[src/rtl/ip_hash_query_ctrl.sv]
// Linear-probing hash query controller: folds an IPv4 address into a table key,
// probes up to MAX_PROBE consecutive slots, and performs lookup or insert.
package ip_hash_query_pkg;
   typedef enum logic {
      LOOK_UP_QUERY = 1'b0,
      INSERT_QUERY  = 1'b1
   } hash_query_t;
endpackage

module ip_hash_query_ctrl
   import ip_hash_query_pkg::*;
#(
   parameter int KEY_W     = 12,
   parameter int VAL_W     = 32,
   parameter int MAX_PROBE = 4
) (
   input  logic                           clk,
   input  logic                           rst_n,
   input  logic                           req_valid_i,
   output logic                           req_ready_o,
   input  logic                           req_op_i,
   input  logic [VAL_W-1:0]               req_ip_i,
   output logic                           ht_wr_en_o,
   output hash_query_t                    ht_query_o,
   output logic [KEY_W-1:0]               ht_key_o,
   output logic [VAL_W-1:0]               ht_val_o,
   input  logic                           ht_resp_i,
   output logic                           rsp_valid_o,
   input  logic                           rsp_ready_i,
   output logic                           rsp_op_o,
   output logic                           rsp_hit_o,
   output logic [KEY_W-1:0]               rsp_key_o,
   output logic [$clog2(MAX_PROBE+1)-1:0] rsp_probes_o,
   output logic [2:0]                     dbg_state_o
);

   localparam int PROBE_W = $clog2(MAX_PROBE+1);
   localparam int N_CHUNK = (VAL_W + KEY_W - 1) / KEY_W;

   typedef enum logic [2:0] {
      IDLE   = 3'd0,
      QUERY  = 3'd1,
      WAIT   = 3'd2,
      WRITE  = 3'd3,
      RESULT = 3'd4
   } state_t;

   // XOR of all KEY_W-wide chunks of the address, top chunk zero-padded.
   function automatic logic [KEY_W-1:0] fold_hash(input logic [VAL_W-1:0] ip);
      logic [N_CHUNK*KEY_W-1:0] padded;
      logic [KEY_W-1:0]         h;
      padded            = '0;
      padded[VAL_W-1:0] = ip;
      h                 = '0;
      for (int i = 0; i < N_CHUNK; i++) begin
         h = h ^ padded[i*KEY_W +: KEY_W];
      end
      return h;
   endfunction

   state_t              state_q, state_d;
   logic                op_q, op_d;
   logic [VAL_W-1:0]    ip_q, ip_d;
   logic [KEY_W-1:0]    key_q, key_d;
   logic [PROBE_W-1:0]  probe_q, probe_d;
   logic                hit_q, hit_d;
   logic                init_q;

   always_ff @(posedge clk or negedge rst_n) begin
      if (!rst_n) begin
         state_q <= IDLE;
         op_q    <= 1'b0;
         ip_q    <= '0;
         key_q   <= '0;
         probe_q <= '0;
         hit_q   <= 1'b0;
         init_q  <= 1'b0;
      end else begin
         state_q <= state_d;
         op_q    <= op_d;
         ip_q    <= ip_d;
         key_q   <= key_d;
         probe_q <= probe_d;
         hit_q   <= hit_d;
         init_q  <= 1'b1;
      end
   end

   // Handshakes: a transfer happens on a clock edge where valid and ready are both
   // high; valid never waits on ready, and rsp_* stay frozen while rsp_valid_o is
   // high and rsp_ready_i is low.
   always_comb begin
      state_d = state_q;
      op_d    = op_q;
      ip_d    = ip_q;
      key_d   = key_q;
      probe_d = probe_q;
      hit_d   = hit_q;
      case (state_q)
         IDLE: begin
            if (req_valid_i && init_q) begin
               op_d    = req_op_i;
               ip_d    = req_ip_i;
               key_d   = fold_hash(req_ip_i);
               probe_d = '0;
               hit_d   = 1'b0;
               // Address zero marks an empty slot, so it can never be stored.
               state_d = (req_ip_i == '0) ? RESULT : QUERY;
            end
         end
         QUERY: begin
            probe_d = probe_q + PROBE_W'(1);
            state_d = WAIT;
         end
         WAIT: begin
            if (ht_resp_i) begin
               if (op_q) begin
                  state_d = WRITE;
               end else begin
                  hit_d   = 1'b1;
                  state_d = RESULT;
               end
            end else if (probe_q == PROBE_W'(MAX_PROBE)) begin
               hit_d   = 1'b0;
               state_d = RESULT;
            end else begin
               key_d   = key_q + KEY_W'(1);
               state_d = QUERY;
            end
         end
         WRITE: begin
            hit_d   = 1'b1;
            state_d = RESULT;
         end
         RESULT: begin
            if (rsp_ready_i) state_d = IDLE;
         end
         default: state_d = IDLE;
      endcase
   end

   assign req_ready_o  = (state_q == IDLE) && init_q;
   assign ht_wr_en_o   = (state_q == WRITE);
   assign ht_query_o   = op_q ? INSERT_QUERY : LOOK_UP_QUERY;
   assign ht_key_o     = key_q;
   assign ht_val_o     = ip_q;
   assign rsp_valid_o  = (state_q == RESULT);
   assign rsp_op_o     = op_q;
   assign rsp_hit_o    = hit_q;
   assign rsp_key_o    = key_q;
   assign rsp_probes_o = probe_q;
   assign dbg_state_o  = state_q;

endmodule

[config.mk]
export PLATFORM = sky130hd
export DESIGN_NAME = ip_hash_query_ctrl
export DESIGN_NICKNAME = d
export VERILOG_FILES = /design/src/rtl/ip_hash_query_ctrl.sv
export SDC_FILE = /design/constraint.sdc
export NUM_CORES = 1
export LEC_CHECK = 0
export CORE_AREA = 2 2 84 78
export DETAILED_ROUTE_END_ITERATION = 6
export DIE_AREA = 0 0 86 80
export GPL_ROUTABILITY_DRIVEN = 0
export PLACE_DENSITY = 0.84
export SLEW_MARGIN = 0
export SYNTH_ARGS = -nofsm -noshare
export SYNTH_HDL_FRONTEND = slang
export SYNTH_SLANG_ARGS = --single-unit
[constraint.sdc]
create_clock -name clk -period 3.63 [get_ports clk]
set_input_delay 0.726 -clock clk [delete_from_list [all_inputs] [get_ports clk]]
set_output_delay 0.726 -clock clk [all_outputs]
set_load 0.005 [all_outputs]
==> out/results.ini, run 1 <==
[worst_hold_path]
min-delay-path-class = in2async

[finish]
postLayoutCellArea_um2 = 3890
final_common_cell = clkdlybuf4s50_1
multi_input_area_um2 = 1290
syn_to_final_growth_pct = 40.3
finalCoreUtilization_pct = 65.1
fillers = 464
n_antenna_cell = 0
layout_common_cells = clkdlybuf4s50_1 (104), dfrtp_1 (53), mux2_1 (33)
nets = 379
drive_gt1_share_pct = 3.83
ff_latch_area_um2 = 1330
fin_cells = 411

[cts]
h-tree-depth = 2
postCtsHoldBufs = 0
cts_buffer_depth = 2
cts.clk_slew.worst_paths_ps = 90
cts_buffers = 5
clkLatencyLatePin_ps = 310
clkSinkCount = 53
postCtsResizedCells = 0
root_buffer = clkbuf_8
post_cts_buffers = 0
cts_tree = yes

[drt]
route.vias.total = 2299
ant_nets = 0
drt_iter0_drc = 173
routed_wl_um = 6950
drc_errors = 0
post_drt_wl_per_cell_um = 16.9
drt_pass1_iterations = 4
via_per_inst = 5.59

[global_route]
grt_pass1_wl_um = 11600
track_usage_pct = 21.6
grt_pass1_vias = 2308
antenna_found_initial = 0
grt_max_degree = 43
grt-ovfl-total = 0

[floorplanning]
die_x_um = 86
core_area_um2 = 5980
start_util_pct = 46.4
row_count = 27
die_h_um = 80
dieArea_um2 = 6880
io_pins = 106

[worst_setup_path]
cp_max_fo = 12
critPathLaunchType = flop
slowest_stage = clkdlybuf4s50_1
critPathMaxStageDelay_ps = 570
required_ps = 2900
critPathArrivalTime_ps = 1840
cp_cell_sequence = nor4b_4 > clkdlybuf4s50_1
end_kind = primary output
critPathKind = reg2out
path_delay_family = buffers and inverters
cp_num_buf_inv = 1

[timing]
relSlewSlack_pct = 34.9
rsz0062_at_grt = false
fmax_mhz = 390
setup_slack_ps = 1070
worst_clock_skew_ps = 6.25
setup_tns_ps = 0
drv_slew = 0
fin_crit_sh_pct = 70.6
setup-violations-final = 0
tightest_slew_ps = 974
hold_violations = 0
fin_crit_ps = 2560

[synth]
synthArstFlopShare_pct = 100
yosysSeqAreaShare_pct = 47.8
syn_area_um2 = 2770
yosys-top-cells-area = dfrtp_1 (48%), mux2_1 (13%), xnor2_1 (3.8%), buf_4 (3.5%), nand2_1 (2.6%)
syn_nets = 289
ys.flop_type = dfrtp_1
synth-seq-cells = 53
yosys.area.top_type = dfrtp_1
ys_warn_count = 0
syn_area_per_cell_um2 = 11.2
ys_types = 45
synth_top_area_share_pct = 47.8
synth_edf_count = 0
netlist_instances = 248

[run]
drv_cap = 0

[placement]
placedInstanceArea_um2 = 3770
hpwl_um = 5130
port_buffers = 105
pre_cts_slack_ps = 1090
dp_cells = 403

[power_and_ir_drop]
vdd_drop_max_v = 0.000377
leakage_nw = 1.57
p_per_area_nw_per_um2 = 793

[status]
status = complete, no violations

## Yosys cell counts, types with 4 or more instances
library cell	instances
xnor2_1	12
nor3_1	4
buf_4	13
o21ai_0	5
nand4_1	5
a21oi_1	14
buf_2	8
nor4_1	11
nor2_1	10
a2bb2oi_1	4
xor2_1	7
nand2_1	19
dfrtp_1	53
mux2_1	33
o22a_1	4
## cells by family after synthesis
family                   Yosys count  synth area share (%)
multiplexers                      35                  14.1
adder cells (fa/ha/maj)            3                  1.35
other                              1                 0.135
XOR/XNOR                          20                  6.81
AO/OA/AOI/OAI                     41                  9.83
AND/OR/NAND/NOR                   69                  14.3
buffers and inverters             26                  5.64
flip-flops                        53                  47.8
## metrics by stage
stage	hold WS, ps	power [mW]
5_1_grt	457	3.31
4_1_cts	440	3.11
3_3_place_gp	474	2.63
3_5_place_dp	481	2.68
6_report	422	3.09
2_1_floorplan	430	1.83
## metal layers
layer / GRT usage (%) / vias up / part of all wire [%]
li1: - / 1060 / -
met1: 29.3 / 1125 / 42
met2: 33.2 / 102 / 48
met3: 6.93 / 12 / 8.3
met4: 6.51 / 0 / 1.6
met5: 0 / - / 0
## registers in the layout, indices dropped and copies added (netlist names)
name          cells
ht_key_o         12
init_q            1
rsp_hit_o         1
ht_val_o         32
dbg_state_o       3
rsp_op_o          1
rsp_probes_o      3
## worst paths after layout
kind                                 from      endpoint  slack (ps)  cells after the start
setup / recovery           dbg_state_o[0]   req_ready_o        1070                      2
hold / removal                      rst_n   ht_key_o[3]         420                      1
setup reg to reg           dbg_state_o[0]  ht_val_o[20]        1370                      3
hold reg to reg               ht_val_o[9]   ht_val_o[9]         500                      1
max in group asynchronous           rst_n   ht_val_o[6]        2420                      2
min in group clk              ht_val_o[9]   ht_val_o[9]         500                      1
## area by class of cell
type / count / share of cell area, %
flip-flops and latches: 53 / 34.1
multi-input cells: 169 / 33.2
repair buffers: 106 / 27.1
well taps: 72 / 2.32
clock buffers: 7 / 2.22
clock inverters: 1 / 0.772
inverters: 3 / 0.289
## where the power goes
part	internal (mW)	switching [mW]
clock network	0.225	0.195
logic	0.956	0.543
registers	0.876	0.292
Power figures use the tool's default switching activity.
==> run 2, diff against run 1 <==
CORE_AREA = 2 2 91 85   (was 2 2 84 78)
DIE_AREA = 0 0 93 87   (was 0 0 86 80)
PLACE_DENSITY = 0.75   (was 0.84)
clock period = 2.3 ns   (was 3.63 ns; I/O delays follow)
==> run 2 against run 1 <==
Effect of this change:
- design area is 2.6% higher
- clock-buffer cell count is 1 lower
- worst setup slack worse by 950 ps
- die area is 18% higher
- global-route usage is 3.7 points lower
- routed wire length is 0.32% higher
- largest power group unchanged
- sequential share of layout area is 0.76 points lower
- cell count is 7.1% higher
==> out/results.ini, run 2 (synthesis results as in run 1) <==
[timing]
fmax_mhz = 457
hold_violations = 0
setup-violations-final = 0
fin_crit_sh_pct = 95.1
relSlewSlack_pct = 60.3
worst_clock_skew_ps = 4.57
rsz0062_at_grt = false
drv_slew = 0
setup_tns_ps = 0
tightest_slew_ps = 595
fin_crit_ps = 2190
holdWs_ps = 136

[drt]
route.vias.total = 2234
drc_errors = 0
drt_pass1_iterations = 4
ant_nets = 0
routed_wl_um = 6980
post_drt_wl_per_cell_um = 15.9
via_per_inst = 5.08
drt_iter0_drc = 85

[global_route]
grt_pass1_vias = 2200
antenna_found_initial = 0
grt_max_degree = 41
track_usage_pct = 17.9
grt_pass1_wl_um = 11400
grt-ovfl-total = 0

[worst_setup_path]
critPathKind = reg2out
critPathArrivalTime_ps = 1730
critPathLaunchType = flop
ff2ff_path_depth = 6
required_ps = 1840
cp_max_fo = 12
end_kind = primary output

[cts]
h-tree-depth = 2
clkSinkCount = 53
clkLatencyLatePin_ps = 310
cts_buffers = 5
cts_tree = yes
root_buffer = clkbuf_8
cts_buffer_depth = 2
cts.clk_slew.worst_paths_ps = 90

[finish]
final_common_cell = clkdlybuf4s50_1
n_antenna_cell = 0
drive_gt1_share_pct = 6.40
fillers = 661
syn_to_final_growth_pct = 43.9
layout_common_cells = clkdlybuf4s50_1 (104), dfrtp_1 (50), mux2_1 (33)
largest_reg_flops = 32
nets = 384

[floorplanning]
core_area_um2 = 7210
dieArea_um2 = 8090
die_x_um = 93
die_h_um = 87
row_count = 30
start_util_pct = 38.5
io_pins = 106

[power_and_ir_drop]
p_per_area_nw_per_um2 = 1240
leakage_nw = 1.60
vdd_drop_max_v = 0.000665

[status]
status = complete, no violations

[placement]
hpwl_um = 5390
port_buffers = 105

[worst_hold_path]
min-delay-path-class = in2async

[run]
drv_cap = 0

[run 2: changes by cell type in the layout (fill, tap and decap cells not counted)]
cell | previous run | this run
buf_12 | 0 | 2
dfrtp_2 | 0 | 3
clkbuf_1 | 1 | 0
buf_4 | 1 | 4
clkinvlp_4 | 0 | 1
dfrtp_1 | 53 | 50
[run 2: worst max-delay path, stage by stage, from the launching register on]
cell	delay, ps
dfrtp_2	500
nor4b_4	360
clkdlybuf4s50_1	560
[run 2: metal layers]
layer	share of wire (%)	vias up	global-route usage [%]	wire length, um
li1	-	1078	-	-
met1	46	1088	24.5	3200
met2	48	60	28.9	3350
met3	5.2	8	3.90	362
met4	0.97	0	5.08	68
met5	0	-	0	0
[run 2: layout make-up]
cell class	instances	area [um^2]	share of cell area [%]
multi-input combinational	169	1290	32.4
clock inverter	2	37.5	0.940
tap	96	120	3.01
sequential	53	1330	33.3
clock buffer	6	82.6	2.07
inverter	3	11.3	0.282
timing repair buffer	111	1120	28.0
[run 2: report_power, final]
part / switching (mW) / internal, mW / leakage, nW
combinational: 0.887 / 1.56 / 0.913
sequential: 0.432 / 1.39 / 0.625
clock: 0.315 / 0.354 / 0.0574
[run 2: repair_timing]
item | CTS | global route
buffers inserted | 0 | 2
hold buffers | 0 | 0
pin swaps | 1 | 1
endpoints found under the setup margin | 1 | 3
resized for setup | 0 | 3
gates cloned | 0 | 0
[run 2: final timing paths]
kind / from / end / slack, ps
min in group clk: ht_val_o[0] / ht_val_o[0] / 500
worst min-delay path: rst_n / ht_key_o[8] / 140
max in group asynchronous: rst_n / ht_val_o[0] / 1620
worst max-delay path: dbg_state_o[0] / req_ready_o / 110
worst min register to register: ht_val_o[0] / ht_val_o[0] / 500
worst max register to register: dbg_state_o[0] / ht_key_o[11] / 490
[run 2: stage by stage]
stage / utilization [%] / cell area [um^2] / setup slack (ps) / cells / power [mW]
final: 55.4 / 3990 / 112 / 440 / 4.93
after global routing: 55.4 / 3990 / 7.89 / 440 / 5.30
after CTS: 55.1 / 3970 / 17.2 / 438 / 4.96
after detailed placement: 53.5 / 3850 / 312 / 430 / 4.28
after global placement: 53.5 / 3850 / 366 / 430 / 4.20
after floorplan: - / 2770 / 599 / 248 / 2.89
==> run 3, diff against run 2 <==
CORE_AREA = 2 2 80 97   (was 2 2 91 85)
DIE_AREA = 0 0 82 99   (was 0 0 93 87)
REMOVE_ABC_BUFFERS = 1   (was not set)
==> run 3 against run 2 <==
Effect of this change:
- clock-buffer cell count grew 1
- clock power shrank 2%
- routed wire length shrank 3.0%
- design area shrank 0.44%
- worst setup slack gained 23 ps
- via count grew 1.1%
- die area grew 0.33%
- sequential cell count is the same
- cell count shrank 1.4%
- highest routed layer unchanged
==> out/results.ini, run 3 (synthesis results as in run 1) <==
[cts]
cts_buffers = 5
cts.clk_slew.worst_paths_ps = 90
cts_tree = yes
clkSinkCount = 53
postCtsHoldBufs = 0
root_buffer = clkbuf_8
cts_buffer_depth = 2
clkLatencyLatePin_ps = 310
h-tree-depth = 2

[power_and_ir_drop]
p_total_mw = 4.89
vdd_drop_max_v = 0.000548
p_per_area_nw_per_um2 = 1230
leakage_nw = 1.59

[worst_setup_path]
slowest_stage = dfrtp_1
critPathLaunchType = flop
critPathKind = reg2out
end_kind = primary output
ff2ff_path_depth = 4
critPathMaxStageDelay_ps = 560
cp_max_fo = 8
critPathArrivalTime_ps = 1700
cp_cell_sequence = nor3b_2 > clkdlybuf4s50_1
r2r_start = dbg_state_o[2]
required_ps = 1840
r2r_end = ht_key_o[8]
reg2reg_slack_ps = 460

[floorplanning]
core_area_um2 = 7150
start_util_pct = 38.8
die_h_um = 99
row_count = 34
die_x_um = 82
io_pins = 106
dieArea_um2 = 8120

[global_route]
grt-ovfl-total = 0
grt_max_degree = 54
antenna_found_initial = 0
track_usage_pct = 17.1
grt_pass1_wl_um = 10800
grt_pass1_vias = 2324

[drt]
route.vias.total = 2259
drt_pass1_iterations = 4
routed_wl_um = 6760
ant_nets = 0
drc_errors = 0
drt_iter0_drc = 103
post_drt_wl_per_cell_um = 15.6
via_per_inst = 5.21

[finish]
layout_common_cells = clkdlybuf4s50_1 (104), dfrtp_1 (51), mux2_1 (33)
nets = 384
final_common_cell = clkdlybuf4s50_1
syn_to_final_growth_pct = 43.3
fillers = 662
drive_gt1_share_pct = 6.40
fin_cells = 434
finalCoreUtilization_pct = 55.6
n_antenna_cell = 0
largest_reg_flops = 32

[status]
status = complete, no violations

[timing]
worst_clock_skew_ps = 6.11
fin_crit_sh_pct = 94.1
tightest_slew_ps = 574
setup-violations-final = 0
setup_slack_ps = 135
hold_violations = 0
relSlewSlack_pct = 61.7
drv_slew = 0
fin_crit_ps = 2160
rsz0062_at_grt = false
fmax_mhz = 462
setup_tns_ps = 0

[placement]
hpwl_um = 5080
pre_cts_slack_ps = 305
dp_cells = 425
port_buffers = 105

[run]
drv_cap = 0

[worst_hold_path]
min-delay-path-class = in2async

[run 3: power by group]
part	switching [mW]	internal, mW
Clock	0.303	0.355
Combinational	0.847	1.54
Sequential	0.455	1.39
[run 3: layout make-up]
cell class                 count  area [um^2]  area share, %
clock buffer                   7         86.3           2.17
clock inverter                 1         30.0          0.756
inverter                       3         11.3          0.283
multi-input combinational    169         1300           32.7
sequential                    53         1330           33.4
tap                           90          113           2.83
timing repair buffer         111         1100           27.8
[run 3: critical path: cells and delay by family (launching register included)]
family	cells	cell delay [ps]
buffers and inverters	1	550
DFF	1	560
and+or+nand+nor	1	290
[run 3: worst max-delay path by stage]
stage / from / end / slack [ps] / depth (start not counted)
CTS: dbg_state_o[2] / req_ready_o / 40 / 2
global placement: dbg_state_o[0] / rsp_valid_o / 350 / 2
finish: dbg_state_o[2] / rsp_valid_o / 140 / 2
detailed placement: ht_resp_i / ht_key_o[11] / 310 / 6
floorplan: dbg_state_o[0] / ht_val_o[0] / -50 / 3
global route: dbg_state_o[2] / ht_wr_en_o / 50 / 3
[run 3: what timing repair did]
| item | CTS | global route |
|---|---|---|
| setup endpoints to repair | 1 | 3 |
| pin swaps | 0 | 1 |
| resized for setup | 1 | 3 |
| setup buffers | 0 | 1 |
[run 3: metrics by stage]
| stage | hold slack, ps | area (um^2) |
|---|---|---|
| 2_1_floorplan | 164 | 2630 |
| 3_3_place_gp | 473 | 3840 |
| 3_5_place_dp | 479 | 3840 |
| 4_1_cts | 144 | 3960 |
| 5_1_grt | 145 | 3970 |
| 6_report | 130 | 3970 |
[run 3: metal layers]
layer	GRT usage, %	share of wire [%]	routed length (um)	vias up
met1	22.5	43	2920	1101
met2	28.1	50	3360	72
met3	4.21	5.5	374	9
met5	0	0	0	-
li1	-	-	-	1077
met4	4.36	1.7	112	0
